$ cat config.mk
export PLATFORM = sky130hd
export DESIGN_NAME = serializer_unit_cell_32x8
export DESIGN_NICKNAME = d
export VERILOG_FILES = /design/src/rtl/serializer_unit_cell_32x8.sv
export SDC_FILE = /design/constraint.sdc
export NUM_CORES = 1
export LEC_CHECK = 0
export BUFFER_PORTS_ARGS = -buffer_cell sky130_fd_sc_hd__buf_4
export CORE_AREA = 2 2 100 102
export CTS_CLUSTER_DIAMETER = 150
export DETAILED_ROUTE_END_ITERATION = 7
export DIE_AREA = 0 0 102 104
export MAX_ROUTING_LAYER = met4
export PLACE_DENSITY = 0.85
export SETUP_SLACK_MARGIN = 0.02
export SLEW_MARGIN = 25
export SYNTH_ARGS = -nofsm -noshare
export SYNTH_HDL_FRONTEND = slang
export SYNTH_SLANG_ARGS = --single-unit
$ cat constraint.sdc
create_clock -name CLK -period 1.9 [get_ports CLK]
set_input_delay 0 -clock CLK [delete_from_list [all_inputs] [get_ports CLK]]
set_output_delay 0 -clock CLK [all_outputs]
set_load 0.02 [all_outputs]
$ cat src/rtl/serializer_unit_cell_32x8.sv
// 8-lane, 32-bit parallel-to-serial cell: round-robin lane capture, LSB-first serial output.
// Define USE_POWER_PINS_EN to expose VPWR/VGND for gate-level/post-APR simulation.
module serializer_unit_cell_32x8 #(
   parameter int WIDTH = 32,
   parameter int LANES = 8
) (
`ifdef USE_POWER_PINS_EN
   inout  wire              VPWR,
   inout  wire              VGND,
`endif
   input  logic             CLK,
   input  logic             RESET,
   input  logic [WIDTH-1:0] PAR_IN1,
   input  logic [WIDTH-1:0] PAR_IN2,
   input  logic [WIDTH-1:0] PAR_IN3,
   input  logic [WIDTH-1:0] PAR_IN4,
   input  logic [WIDTH-1:0] PAR_IN5,
   input  logic [WIDTH-1:0] PAR_IN6,
   input  logic [WIDTH-1:0] PAR_IN7,
   input  logic [WIDTH-1:0] PAR_IN8,
   output logic             SERIAL_OUT
);

   localparam int CNT_W  = $clog2(WIDTH);
   localparam int LANE_W = $clog2(LANES);
   localparam logic [CNT_W-1:0]  LAST_BIT  = CNT_W'(WIDTH - 1);
   localparam logic [LANE_W-1:0] LAST_LANE = LANE_W'(LANES - 1);

   logic [CNT_W-1:0]  bit_cnt;
   logic [LANE_W-1:0] lane_sel;
   logic [WIDTH-2:0]  sreg;
   logic [WIDTH-1:0]  lane_word;

   always_comb begin
      lane_word = '0;
      case (lane_sel)
         3'd0:    lane_word = PAR_IN1;
         3'd1:    lane_word = PAR_IN2;
         3'd2:    lane_word = PAR_IN3;
         3'd3:    lane_word = PAR_IN4;
         3'd4:    lane_word = PAR_IN5;
         3'd5:    lane_word = PAR_IN6;
         3'd6:    lane_word = PAR_IN7;
         3'd7:    lane_word = PAR_IN8;
         default: lane_word = '0;
      endcase
   end

   // The lane word is only consumed at frame start; bits 1..WIDTH-1 then live in sreg.
   always_ff @(posedge CLK) begin
      if (RESET) begin
         bit_cnt    <= '0;
         lane_sel   <= '0;
         sreg       <= '0;
         SERIAL_OUT <= 1'b0;
      end else begin
         if (bit_cnt == '0) begin
            SERIAL_OUT <= lane_word[0];
            sreg       <= lane_word[WIDTH-1:1];
         end else begin
            SERIAL_OUT <= sreg[0];
            sreg       <= {1'b0, sreg[WIDTH-2:1]};
         end
         if (bit_cnt == LAST_BIT) begin
            bit_cnt  <= '0;
            lane_sel <= (lane_sel == LAST_LANE) ? '0 : lane_sel + 1'b1;
         end else begin
            bit_cnt <= bit_cnt + 1'b1;
         end
      end
   end

endmodule

==> run_results.csv <==
group,metric,value,unit
run_status,status,"finished, violations left",
run_status,violations,"design-rule violations",
cells_and_area,layout_common_cells,"buf_4 (281), nand2_1 (62), dfxtp_1 (39)",
drt,routed_wl,14.9,mm
logic_synthesis,synth_seq_cells,40,
worst_setup_path,r2r-start,"lane_sel[1]",
logic_synthesis,avgSynthCellArea,8.46,sq um
cells_and_area,nets,912,
pwr,power_switching,0.550,mW
floorplan,initial_core_util,33.2,%
global_routing,grt_max_degree,33,
worst_setup_path,critPathBufInv,1,
clock_network,cts.clk_slew.worst_paths,0.08,ns
cells_and_area,mostFrequentLayoutCell,"buf_4",
floorplan,rows,36,
sta,rsz0062_at_grt,"no",
floorplan,ioPinCount,259,
floorplan,die-area,0.0106,sq mm
drt,drtAntennaViolNets,0,
drt,wl_per_cell,19.2,um
sta,max_freq,542,MHz
place,place.gp.congestion,0.928,
floorplan,die_h,104,um
drt,vias,4350,
min_path,hold_path_depth,3,
drt,vias_per_cell,5.58,
clock_network,cts.sinks,40,
pwr,clockPowerShare,30.5,%
worst_setup_path,regToRegEndpoint,"sreg[14]",
sta,clock-skew-final,0.00408,ns
logic_synthesis,syn_nets,642,
worst_setup_path,path_delay_family,"compound AO/OA/AOI/OAI gates",
place,portBuffers,258,
worst_setup_path,path_cells,"ha_1 > ha_2 > buf_6 > a222oi_1 > o2111a_1 > o21ai_1",
logic_synthesis,ys_types,33,
clock_network,cts_buffers,5,
sta,fin_hold_ws,0.00712,ns
worst_setup_path,cp_max_fo,18,
drt,drtIter0Drc,388,
min_path,whs_endpoint,"sreg[30]",
logic_synthesis,synth_area,0.00317,sq mm
cells_and_area,antenna_cells,0,
pwr,power_frac_seq,40.8,%
sta,slew_viol_final,0,
worst_setup_path,critPathLaunch,"lane_sel[1]",
pwr,combPwrFrac,28.7,%
worst_setup_path,cpPeakStageDelay,0.43,ns
floorplan,die_x,102,um
place,hpwl,10.9,mm
drt,first_pass_iters,8,
logic_synthesis,ys_warn_count,0,
global_routing,track_usage,27.9,%
clock_network,cts_tree,"done",
worst_setup_path,crit_type,"flip-flop to flip-flop",
worst_setup_path,cp_slowest_cell,"a222oi_1",
sta,finalCriticalPeriod,1.84,ns
floorplan,core,0.00955,sq mm
worst_setup_path,required,2.09,ns
clock_network,cts-root-buf,"clkbuf_8",
global_routing,antenna_found_initial,0,
min_path,hold_path_startpoint,"PAR_IN4[31]",
sta,worstMarginPinSlew,0.583,ns
worst_setup_path,startpoint_type,"flip-flop",
sta,final-setup-viol-count,0,
global_routing,grt_overflow,0,
worst_setup_path,reg2reg_depth,6,
pwr,leakagePower,2.47,nW
cells_and_area,drive_above_1_share,51.7,%
worst_setup_path,end_kind,"flip-flop",
sta,finalCritPeriodShare,97.0,%
sta,setup_tns,0,ns
worst_setup_path,reg2reg_setup_slack,0.06,ns
logic_synthesis,seq_area_frac_synth,25.2,%
sta,final_hold_viol_count,0,
global_routing,grt_pass1_wl,22.6,mm
logic_synthesis,synth_cells,375,
job,drv_cap,0,
min_path,hold_path_class,"input pin to flip-flop",
clock_network,clk_latency,0.29,ns
clock_network,cts.path.max_buffers,2,
sta,max-slew-margin-rel,61.0,%
cells_and_area,nFillCells,836,
drt,drc,1,
clock_network,post_cts_buffers,0,
clock_network,cts.htree.levels,2,
pwr,switching_share,23.9,%
pwr,p_int,1.75,mW
global_routing,first_global_vias,4532,
worst_setup_path,cp.arrival,2.03,ns
cells_and_area,synthToLayoutAreaGrowth,77.1,%
pwr,p_per_area,410,mW/mm^2
pwr,ir_worst_vdd,0.000329,V
## routing by layer
layer	vias up	share of wire [%]	GRT usage (%)	wire length, um
li1	2028	-	-	-
met1	2009	39	31.7	5750
met2	271	50	48.9	7480
met3	42	8.0	4.03	1190
met4	0	3.4	10.5	514
met5	-	0	-	0
## per-stage QoR
step                      power, mW  utilization [%]  setup slack, ns  instances  instance area (sq um)
after global routing           2.42             58.9           0.0201        779                   5620
after detailed placement       1.57             55.1           -0.103        748                   5260
final                          2.30             58.9           0.0563        779                   5620
after global placement         1.56             55.1           0.0435        748                   5260
after floorplan                1.10                -           0.0520        375                   3210
after CTS                      2.32             58.7          0.00167        779                   5610
## state kept, by name, summed over array words and instances, names as in the netlist
signal / flops
sreg: 31
lane_sel: 3
SERIAL_OUT: 1
bit_cnt: 5
## layout make-up
cell class / count / area, sq um / share of cell area, %
clock inverters: 3 / 42.5 / 0.757
inverters: 5 / 18.8 / 0.334
flip-flops and latches: 40 / 802 / 14.3
clock buffers: 5 / 68.8 / 1.22
well taps: 133 / 166 / 2.96
repair buffers: 306 / 2380 / 42.4
multi-input cells: 287 / 2140 / 38.1
## what timing repair did
| action | 4_1_cts | 5_1_grt |
|---|---|---|
| endpoints found under the setup margin | 31 | 32 |
| endpoints found under the hold margin | 29 | 0 |
| hold buffers | 22 | 0 |
| pin swaps | 0 | 5 |
| gates resized for setup | 1 | 10 |
| gates cloned | 1 | 0 |
## how the worst max path moves through the flow
stage	endpoint	cells past startpoint	slack, ns
final	sreg[14]	6	0.06
after CTS	sreg[14]	6	0.002
after detailed placement	sreg[14]	5	-0.10
after global routing	sreg[24]	8	0.02
after floorplan	sreg[10]	9	0.05
after global placement	sreg[16]	6	0.04
## worst min-delay path: cells and delay by family
kind	cells	cell delay, ns
buf+inv	1	0.08
compound gates	2	0.19
## logic make-up after synthesis
family,after synthesis,share of synthesized area (%)
flops,40,25.2
mux,32,11.3
compound gates,163,39.7
simple gates,80,11.6
buf+inv,49,8.16
xor+xnor,2,0.552
fa+ha+maj,9,3.55
## cells in the mapped netlist
cell / n / share of area, %
nand2_1: 62 / 7.3
dfxtp_1: 40 / 25
o21ai_0: 33 / 5.2
a222oi_1: 32 / 10
a22oi_1: 31 / 7.3
o2111a_1: 31 / 11
mux2_2: 30 / 11
o21ai_1: 30 / 4.7
clkbuf_1: 19 / 2.2
buf_2: 9 / 1.4
ha_1: 9 / 3.5
buf_6: 6 / 2.1
inv_1: 5 / 0.59
nor2_1: 5 / 0.59
buf_4: 4 / 0.95
buf_1: 3 / 0.35
clkbuf_2: 3 / 0.47
nor3_1: 3 / 0.47
a21oi_1: 2 / 0.32
a221oi_1: 2 / 0.55
and3_1: 2 / 0.39
mux2i_1: 2 / 0.63
nor3b_1: 2 / 0.47
a211oi_1: 1 / 0.24
a31oi_1: 1 / 0.20
and2b_1: 1 / 0.24
nand2_4: 1 / 0.35
nand3_1: 1 / 0.16
nor2b_4: 1 / 0.43
nor4_4: 1 / 0.67
nor4b_2: 1 / 0.47
xnor2_1: 1 / 0.28
xor2_1: 1 / 0.28
## power by group through the flow
stage	registers, mW	clock network, mW	logic, mW
floorplan	0.951	0	0.151
global placement	0.957	0	0.603
detailed placement	0.957	0	0.618
CTS	0.938	0.728	0.658
global route	0.944	0.765	0.716
finish	0.939	0.702	0.662
Note: power is estimated with default switching activity, not from simulation.
